--- config.mk ---
export PLATFORM = sky130hd
export DESIGN_NAME = tx_frame_arbiter
export DESIGN_NICKNAME = d
export VERILOG_FILES = /design/src/rtl/tx_arb_pkg.sv /design/src/rtl/tx_frame_arbiter_rr_pick.sv /design/src/rtl/tx_frame_arbiter.sv
export SDC_FILE = /design/constraint.sdc
export NUM_CORES = 1
export LEC_CHECK = 0
export CORE_MARGIN = 1
export CORE_UTILIZATION = 41
export DETAILED_ROUTE_END_ITERATION = 10
export PLACE_DENSITY = 0.87
export RECOVER_POWER = 100
export SYNTH_ARGS = -nofsm -noshare
export SYNTH_HDL_FRONTEND = slang
export SYNTH_SLANG_ARGS = --single-unit
--- constraint.sdc ---
create_clock -name clk -period 8 [get_ports clk]
set_clock_uncertainty 0.15 [all_clocks]
set_input_delay 0.8 -clock clk [delete_from_list [all_inputs] [get_ports clk]]
set_output_delay 0.8 -clock clk [all_outputs]
set_load 0.02 [all_outputs]
--- src/rtl/tx_arb_pkg.sv ---
// Shared types, widths and helper functions for the MAC transmit arbiter.
package tx_arb_pkg;

    localparam int DATA_W = 32;
    localparam int LEN_W  = 16;

    typedef enum logic [1:0] {
        IDLE  = 2'd0,
        GRANT = 2'd1,
        XFER  = 2'd2,
        GAP   = 2'd3
    } arb_state_t;

    function automatic int clog2(input int value);
        int r;
        r = 0;
        for (int b = 0; b < 31; b++) begin
            if ((1 << b) < value) r = b + 1;
        end
        return r;
    endfunction

    // Index width that never collapses to zero bits.
    function automatic int idx_w(input int n);
        return (n > 1) ? clog2(n) : 1;
    endfunction

endpackage

--- src/rtl/tx_frame_arbiter_rr_pick.sv ---
// Rotating-priority encoder: first requester at or after the pointer, wrapping modulo N_REQ.
module rr_pick
    import tx_arb_pkg::*;
#(
    parameter int N_REQ = 4,
    parameter int IDX_W = idx_w(N_REQ)
) (
    input  logic [N_REQ-1:0] i_req,
    input  logic [IDX_W-1:0] i_ptr,
    output logic [N_REQ-1:0] o_gnt,
    output logic [IDX_W-1:0] o_idx,
    output logic             o_any
);

    logic [IDX_W-1:0] w_j;

    always_comb begin
        o_gnt = '0;
        o_idx = '0;
        o_any = 1'b0;
        w_j   = '0;
        for (int i = 0; i < N_REQ; i++) begin
            w_j = IDX_W'((int'(i_ptr) + i) % N_REQ);
            if (!o_any && i_req[w_j]) begin
                o_any      = 1'b1;
                o_gnt[w_j] = 1'b1;
                o_idx      = w_j;
            end
        end
    end

endmodule

--- src/rtl/tx_frame_arbiter.sv ---
// Packet-granular round-robin arbiter sharing one MAC transmit path among N_REQ frame sources,
// with a one-register forwarding stage, start timeout and enforced inter-frame gap.
//
// state | meaning
// IDLE  | waiting for a request while the MAC is free
// GRANT | source granted, start timer running until op_st or timeout
// XFER  | forwarding granted source until op_end
// GAP   | IFG_CYC+1 idle cycles before the next arbitration
module tx_frame_arbiter
    import tx_arb_pkg::*;
#(
    parameter int N_REQ     = 4,
    parameter int START_TMO = 64,
    parameter int IFG_CYC   = 3
) (
    input  logic                    clk,
    input  logic                    rst_n,
    input  logic [N_REQ-1:0]        req_i,
    input  logic [N_REQ-1:0]        op_st_i,
    input  logic [N_REQ-1:0]        op_i,
    input  logic [N_REQ-1:0]        op_end_i,
    input  logic [DATA_W*N_REQ-1:0] data_i,
    input  logic [LEN_W*N_REQ-1:0]  len_i,
    input  logic                    mac_busy_i,
    output logic [N_REQ-1:0]        gnt_o,
    output logic                    mac_op_st_o,
    output logic                    mac_op_o,
    output logic                    mac_op_end_o,
    output logic [DATA_W-1:0]       mac_data_o,
    output logic [LEN_W-1:0]        mac_len_o,
    output logic [2:0]              active_id_o,
    output logic                    timeout_o
);

    localparam int IDX_W   = idx_w(N_REQ);
    localparam int CNT_MAX = (START_TMO > IFG_CYC + 1) ? START_TMO : IFG_CYC + 1;
    localparam int CNT_W   = clog2(CNT_MAX + 1);

    arb_state_t         r_state;
    arb_state_t         w_state_nxt;
    logic [CNT_W-1:0]   r_cnt;
    logic [CNT_W-1:0]   w_cnt_nxt;
    logic [IDX_W-1:0]   r_ptr;
    logic [IDX_W-1:0]   r_idx;
    logic [N_REQ-1:0]   r_gnt;

    logic [N_REQ-1:0]   w_pick_gnt;
    logic [IDX_W-1:0]   w_pick_idx;
    logic               w_pick_any;

    logic               w_sel_st;
    logic               w_sel_op;
    logic               w_sel_end;
    logic [DATA_W-1:0]  w_sel_data;
    logic [LEN_W-1:0]   w_sel_len;

    logic               w_grant_now;
    logic               w_fwd;
    logic               w_acc_st;
    logic               w_acc_end;
    logic               w_tmo;

    logic               r_mac_st;
    logic               r_mac_op;
    logic               r_mac_end;
    logic [DATA_W-1:0]  r_mac_data;
    logic [LEN_W-1:0]   r_mac_len;
    logic               r_tmo;

    rr_pick #(
        .N_REQ (N_REQ),
        .IDX_W (IDX_W)
    ) u_rr_pick (
        .i_req (req_i),
        .i_ptr (r_ptr),
        .o_gnt (w_pick_gnt),
        .o_idx (w_pick_idx),
        .o_any (w_pick_any)
    );

    // Only the granted source is ever looked at; everything else is dropped here.
    always_comb begin
        w_sel_st   = 1'b0;
        w_sel_op   = 1'b0;
        w_sel_end  = 1'b0;
        w_sel_data = '0;
        w_sel_len  = '0;
        for (int k = 0; k < N_REQ; k++) begin
            if (r_idx == IDX_W'(k)) begin
                w_sel_st   = op_st_i[k];
                w_sel_op   = op_i[k];
                w_sel_end  = op_end_i[k];
                w_sel_data = data_i[k*DATA_W +: DATA_W];
                w_sel_len  = len_i[k*LEN_W +: LEN_W];
            end
        end
    end

    always_ff @(posedge clk or negedge rst_n) begin
        if (!rst_n) begin
            r_state <= IDLE;
            r_cnt   <= '0;
        end else begin
            r_state <= w_state_nxt;
            r_cnt   <= w_cnt_nxt;
        end
    end

    always_comb begin
        w_state_nxt = r_state;
        w_cnt_nxt   = r_cnt;
        w_grant_now = 1'b0;
        w_fwd       = 1'b0;
        w_acc_st    = 1'b0;
        w_acc_end   = 1'b0;
        w_tmo       = 1'b0;
        case (r_state)
            IDLE: begin
                if (!mac_busy_i && w_pick_any) begin
                    w_grant_now = 1'b1;
                    w_cnt_nxt   = CNT_W'(START_TMO - 1);
                    w_state_nxt = GRANT;
                end
            end
            GRANT: begin
                if (w_sel_op && w_sel_st) begin
                    w_fwd    = 1'b1;
                    w_acc_st = 1'b1;
                    if (w_sel_end) begin
                        w_acc_end   = 1'b1;
                        w_cnt_nxt   = CNT_W'(IFG_CYC);
                        w_state_nxt = GAP;
                    end else begin
                        w_state_nxt = XFER;
                    end
                end else if (r_cnt == '0) begin
                    w_tmo       = 1'b1;
                    w_cnt_nxt   = CNT_W'(IFG_CYC);
                    w_state_nxt = GAP;
                end else begin
                    w_cnt_nxt = r_cnt - 1'b1;
                end
            end
            XFER: begin
                if (w_sel_op) begin
                    w_fwd = 1'b1;
                    if (w_sel_end) begin
                        w_acc_end   = 1'b1;
                        w_cnt_nxt   = CNT_W'(IFG_CYC);
                        w_state_nxt = GAP;
                    end
                end
            end
            GAP: begin
                if (r_cnt == '0) begin
                    w_state_nxt = IDLE;
                end else begin
                    w_cnt_nxt = r_cnt - 1'b1;
                end
            end
            default: w_state_nxt = IDLE;
        endcase
    end

    // Pointer advances at grant time, so a timed-out source also loses its turn.
    always_ff @(posedge clk or negedge rst_n) begin
        if (!rst_n) begin
            r_gnt <= '0;
            r_idx <= '0;
            r_ptr <= '0;
        end else if (w_grant_now) begin
            r_gnt <= w_pick_gnt;
            r_idx <= w_pick_idx;
            if (w_pick_idx == IDX_W'(N_REQ - 1)) r_ptr <= '0;
            else                                 r_ptr <= w_pick_idx + 1'b1;
        end else if (w_state_nxt == GAP) begin
            r_gnt <= '0;
        end
    end

    always_ff @(posedge clk or negedge rst_n) begin
        if (!rst_n) begin
            r_mac_st   <= 1'b0;
            r_mac_op   <= 1'b0;
            r_mac_end  <= 1'b0;
            r_mac_data <= '0;
            r_mac_len  <= '0;
            r_tmo      <= 1'b0;
        end else begin
            r_mac_st   <= w_acc_st;
            r_mac_op   <= w_fwd;
            r_mac_end  <= w_acc_end;
            r_mac_data <= w_fwd ? w_sel_data : '0;
            r_tmo      <= w_tmo;
            if (w_acc_st) r_mac_len <= w_sel_len;
        end
    end

    assign gnt_o        = r_gnt;
    assign mac_op_st_o  = r_mac_st;
    assign mac_op_o     = r_mac_op;
    assign mac_op_end_o = r_mac_end;
    assign mac_data_o   = r_mac_data;
    assign mac_len_o    = r_mac_len;
    assign active_id_o  = 3'(r_idx);
    assign timeout_o    = r_tmo;

endmodule
==> results of run 1 <==
==> per-layer routing <==
layer	track usage (%)	wire (microns)	vias up
li1	-	-	1838
met1	28.5	4760	1990
met2	47.1	7820	216
met3	4.74	1140	24
met4	10.3	376	0
met5	0	0	-
==> registers in the layout, summed over array words and instances, names as in the netlist, 2 cells and up <==
name        cells
mac_len_o      16
r_idx           2
r_state         2
r_cnt           7
mac_data_o     32
r_ptr           2
gnt_o           4
==> through the flow <==
step	instances	total power, W
6_report	727	0.00230
5_1_grt	727	0.00245
4_1_cts	727	0.00235
3_5_place_dp	711	0.00205
3_3_place_gp	711	0.00200
2_1_floorplan	333	0.00156
==> final timing paths <==
check                        startpoint           end  slack [ps]  cells past startpoint
min reg2reg                mac_len_o[4]  mac_len_o[4]         350                      1
min in group asynchronous         rst_n  mac_op_end_o        1500                      1
max in group asynchronous         rst_n      r_idx[1]        3900                      1
min                        mac_len_o[4]  mac_len_o[4]         350                      1
max reg2reg                    r_idx[0]      gnt_o[1]        2900                      5
max                            r_idx[0]      gnt_o[1]        2900                      5
==> layout make-up <==
cell class / count / area [sq um]
Clock buffer: 11 / 151
Clock inverter: 5 / 58.8
Fill cell: 782 / 3060
Inverter: 10 / 37.5
Multi-Input combinational cell: 227 / 2570
Sequential cell: 69 / 1730
Tap cell: 136 / 170
Timing Repair Buffer: 269 / 2680
==> critical path, stage by stage (launching register included) <==
cell	delay, ps
dfrtp_1	2430
mux4_2	810
a21boi_0	670
a21oi_1	290
a41oi_1	420
a221oi_1	170
==> kinds of logic after synthesis <==
kind of cell / count (synthesis)
AOI/OAI and AO/OA: 62
other: 1
and+or+nand+nor: 74
adders and majority gates: 15
DFF: 69
muxes: 75
buffers and inverters: 37
==> cell usage in the layout, fill, tap and decap left out, types with 4 or more instances in the layout <==
cell | Yosys | routed
clkdlybuf4s50_1 | 0 | 209
dfrtp_1 | 69 | 68
dlygate4sd3_1 | 0 | 58
mux4_2 | 55 | 55
and3_1 | 35 | 35
mux2_2 | 18 | 18
ha_1 | 15 | 15
clkbuf_8 | 0 | 11
inv_1 | 10 | 10
nor2_1 | 9 | 9
nand2b_1 | 7 | 7
o21ai_0 | 6 | 7
a21oi_1 | 6 | 6
nor3_1 | 6 | 6
a22oi_1 | 6 | 6
nand2_1 | 5 | 5
a221o_1 | 5 | 5
a31oi_1 | 4 | 4
a221oi_1 | 4 | 4
==> power by group <==
| group | leakage (nW) | total, W | internal (W) | switching, W |
|---|---|---|---|---|
| clock network | 0.102 | 0.000291 | 0.000161 | 0.000130 |
| registers | 0.889 | 0.000628 | 0.000474 | 0.000154 |
| logic | 2.19 | 0.00138 | 0.000733 | 0.000646 |
| total | 3.18 | 0.00230 | 0.00137 | 0.000929 |
==> results_dict.tcl, run 1 <==
set metrics [dict create \
    status "finished with violations" \
    violations "capacitance limit, slew limit" \
    vias 4068 \
    wl_per_cell_microns 19.4 \
    vdd_ir_drop_max_mv 0.154 \
    cp-end-kind "register" \
    cts_made_buffers 9 \
    ys_ff_latch 69 \
    synthToLayoutAreaGrowth_pct 65.0 \
    drive_gt1_share_pct 16.1 \
    cts_post_setup_buffers_inserted 0 \
    grt_pass1_vias 4237 \
    grt_max_degree 70 \
    critical_path_peak_fanout 53 \
    drv_slew 124 \
    htreeDepth 3 \
    dpl_cell_area_sq_um 7210 \
    whs_ps 351 \
    slew_headroom_pct -137 \
    initial_core_util_pct 42.9 \
    cts_root_buffer "clkbuf_8" \
    die_w_microns 107 \
    pre_cts_slack_ps 4380 \
    cts_tree "yes" \
    synth_top_family_by_area "multiplexers" \
    finalSetupViolCount 0 \
    hold_class "reg -> reg" \
    grt_pass1_wl_microns 21900 \
    tightest_slew_ps 3550 \
    synth-async-reset-ratio_pct 100 \
    antenna_found_initial 0 \
    num_antenna_cells 0 \
    fmax_ghz 0.196 \
    syn_avg_cell_area_sq_um 13.5 \
    remaining_drc_errors 0 \
    cts_buffer_depth 2 \
    fin_setup_tns_ps 0 \
    fin_crit_ps 5100 \
    syn_nets 559 \
    grt_overflow 0 \
    io_pins 270 \
    synthTopCellsByCount "69 x dfrtp_1, 55 x mux4_2, 35 x and3_1" \
    die_y_microns 107 \
    yosys.area_share.adder_pct 4.18 \
    synth_most_common_cell "dfrtp_1" \
    grt_usage_pct 25.4 \
    cts_sinks 69 \
    hold_viol_final 0 \
    cp_data_arrival_time_ps 5130 \
    critPathKind "reg -> reg" \
    postRouteAntennaNets 0 \
    core_sq_um 10500 \
    wl_microns 14100 \
    fin_area_sq_um 7400 \
    num_rows 37 \
    power.leakage_nw 3.18 \
    rsz0062_at_grt "no" \
    fin_crit_sh_pct 63.7 \
    drt_iter0_markers 200 \
    synthMuxAreaShare_pct 32.6 \
    syn_area_sq_um 4490 \
    gp_congestion 0.907 \
    seq_area_frac_synth_pct 38.5 \
    fin_ws_ps 2900 \
    port-buffer-count 268 \
    syn_inst 333 \
    final_core_util_pct 70.7 \
    dieArea_sq_um 11400 \
    maxCapViolations 2 \
    hpwlAfterDp_microns 11400 \
    synth_compound_area_share_pct 11.4 \
    fin_nets 812 \
    clk_pin_slew_ps 70 \
    start_kind "register" \
    cts_resized 0 \
    synth_edf_count 0 \
    synth-xor-area-share_pct 0 \
    drtPass1Iterations 4 \
    cp.required_ps 8030 \
    p_per_area_nw_per_um2 311 \
    synth_top_area_share_pct 38.5 \
    yosys.area_share.simple_pct 9.37 \
    yosys-top-cells-area "dfrtp_1 38%, mux4_2 28%, and3_1 4.9%, mux2_2 4.5%, ha_1 4.2%" \
    yosysTopAreaCell "dfrtp_1" \
    viasPerCell 5.60 \
    synth_cell_type_count 54 \
    synthFlopType "dfrtp_1" \
    synth_warnings 0 \
    cts_hold_buffers 0 \
    clock_latency_ps 340 \
]
Note: power is estimated with default switching activity, not from simulation.
==> run 2, diff against run 1 <==
--- a/config.mk
+++ b/config.mk
@@ -6,9 +6,9 @@
 export NUM_CORES = 1
 export LEC_CHECK = 0
 export CORE_MARGIN = 1
-export CORE_UTILIZATION = 41
+export CORE_UTILIZATION = 34
 export DETAILED_ROUTE_END_ITERATION = 10
-export PLACE_DENSITY = 0.87
+export PLACE_DENSITY = 0.77
 export RECOVER_POWER = 100
 export SYNTH_ARGS = -nofsm -noshare
 export SYNTH_HDL_FRONTEND = slang
==> constraint.sdc (replaced) <==
create_clock -name clk -period 4.3 [get_ports clk]
set_clock_uncertainty 0.15 [all_clocks]
set_input_delay 0.43 -clock clk [delete_from_list [all_inputs] [get_ports clk]]
set_output_delay 0.43 -clock clk [all_outputs]
set_load 0.02 [all_outputs]
==> results_dict.tcl, run 2 (synthesis results as in run 1) <==
set metrics [dict create \
    wl_met1_microns 5380 \
    largest_reg_flops 32 \
    synthToLayoutAreaGrowth_pct 68.4 \
    grt_pass1_wl_microns 21800 \
    crit_chain "inv_1 -> ha_1 -> mux4_2 -> o41a_1 -> a2bb2oi_1 -> a21oi_1 -> a221oi_1" \
    fmax_ghz 0.293 \
    finalSetupViolCount 0 \
    cp_num_buf_inv 1 \
    reg2reg_from "r_ptr[0]" \
    cp.required_ps 4310 \
    port-buffer-count 268 \
    status "finished with violations" \
    wl_per_cell_microns 19.4 \
    io_pins 270 \
    viasPerCell 5.34 \
    remaining_drc_errors 0 \
    cp-startpoint "r_ptr[0]" \
    crit_slowest_cell "dfrtp_1" \
    core_sq_um 12700 \
    critPathKind "reg -> reg" \
    gp_congestion 0.855 \
    die_y_microns 117 \
    fillCellCount 1070 \
    layout_commonest_cell "clkdlybuf4s50_1" \
    initial_core_util_pct 35.3 \
    whs_ps 350 \
    drtPass1Iterations 5 \
    fin_crit_ps 3420 \
    tightest_slew_ps 1730 \
    hold_class "reg -> reg" \
    cts_post_setup_buffers_inserted 0 \
    power.leakage_nw 3.23 \
    power_w 0.00450 \
    cts_sinks 69 \
    final_cell_mix "210 x clkdlybuf4s50_1, 67 x dfrtp_1, 57 x dlygate4sd3_1, 55 x mux4_2, 35 x and3_1" \
    slew_headroom_pct -15.1 \
    cts_root_buffer "clkbuf_16" \
    clk_pin_slew_ps 50 \
    grt_overflow 0 \
    grt_usage_pct 21.5 \
    grt_pass1_vias 4158 \
    cts_hold_buffers 0 \
    path_depth 7 \
    p_per_area_nw_per_um2 596 \
    vias 4083 \
    whs_path_depth 1 \
    hold_start "mac_len_o[8]" \
    wl_microns 14800 \
    start_kind "register" \
    dr_wl_met3_microns 1060 \
    max_stage_delay_ps 690 \
    antenna_found_initial 0 \
    cts_buffer_depth 2 \
    num_antenna_cells 0 \
    violations "capacitance limit, slew limit" \
    critical_path_peak_fanout 16 \
    crit_family "compound AO/OA/AOI/OAI gates" \
    cts_tree "yes" \
    drv_slew 70 \
    drt_iter0_markers 264 \
    cts_made_buffers 9 \
    r2r_slack_ps 880 \
    die_w_microns 117 \
    dieArea_sq_um 13700 \
    vdd_ir_drop_max_mv 0.246 \
    dr.max_layer_used "met4" \
    hpwlAfterDp_microns 11800 \
    fin_setup_tns_ps 0 \
    grt_max_degree 70 \
    fin_nets 813 \
    num_rows 41 \
    drive_gt1_share_pct 16.0 \
    fin_crit_sh_pct 79.5 \
    reg2regPathDepth 7 \
    cp_data_arrival_time_ps 3430 \
    rsz0062_at_grt "no" \
    cp-end-kind "register" \
    maxCapViolations 1 \
    clock_latency_ps 330 \
    htreeDepth 3 \
    hold_viol_final 0 \
    postRouteAntennaNets 0 \
    wl_met2_microns 8120 \
    cts_resized 0 \
]
run 2: area by class of cell:
cell class,count,area [sq um],area share (%)
Sequential cell,69,1730,22.9
Clock buffer,10,229,3.03
Timing Repair Buffer,270,2690,35.6
Multi-Input combinational cell,227,2560,33.9
Inverter,10,37.5,0.497
Clock inverter,6,87.6,1.16
Tap cell,172,215,2.85
run 2: metal layers:
metal  GRT usage, %  vias to the layer above
met2           40.0                      205
met5              0                        -
li1               -                     1840
met3           4.22                       18
met1           25.3                     2020
met4           5.65                        0
run 2: power by group:
group	leakage, nW	switching (W)	internal (W)
Combinational	2.19	0.00126	0.00133
Clock	0.156	0.000275	0.000508
Sequential	0.888	0.000247	0.000889
Total	3.23	0.00178	0.00273
run 2: worst reg2reg max path, stage by stage (launching register included):
cell and delay [ps]:
dfrtp_1 690, inv_1 220, ha_1 420, mux4_2 460, o41a_1 670, a2bb2oi_1 210, a21oi_1 290, a221oi_1 150
run 2: worst paths after layout:
path	endpoint
setup reg to reg	gnt_o[0]
setup / recovery	gnt_o[0]
max in group asynchronous	r_idx[0]
hold / removal	mac_len_o[8]
min in group asynchronous	timeout_o
hold reg to reg	mac_len_o[8]
run 2: through the flow:
step	setup WS [ps]	utilization [%]	instance area (sq um)	std cells
after floorplan	1590	-	4490	333
after global placement	1120	57.1	7270	748
after detailed placement	1030	57.1	7270	748
after CTS	1010	59.6	7580	764
after global routing	649	59.4	7550	764
final	883	59.4	7550	764
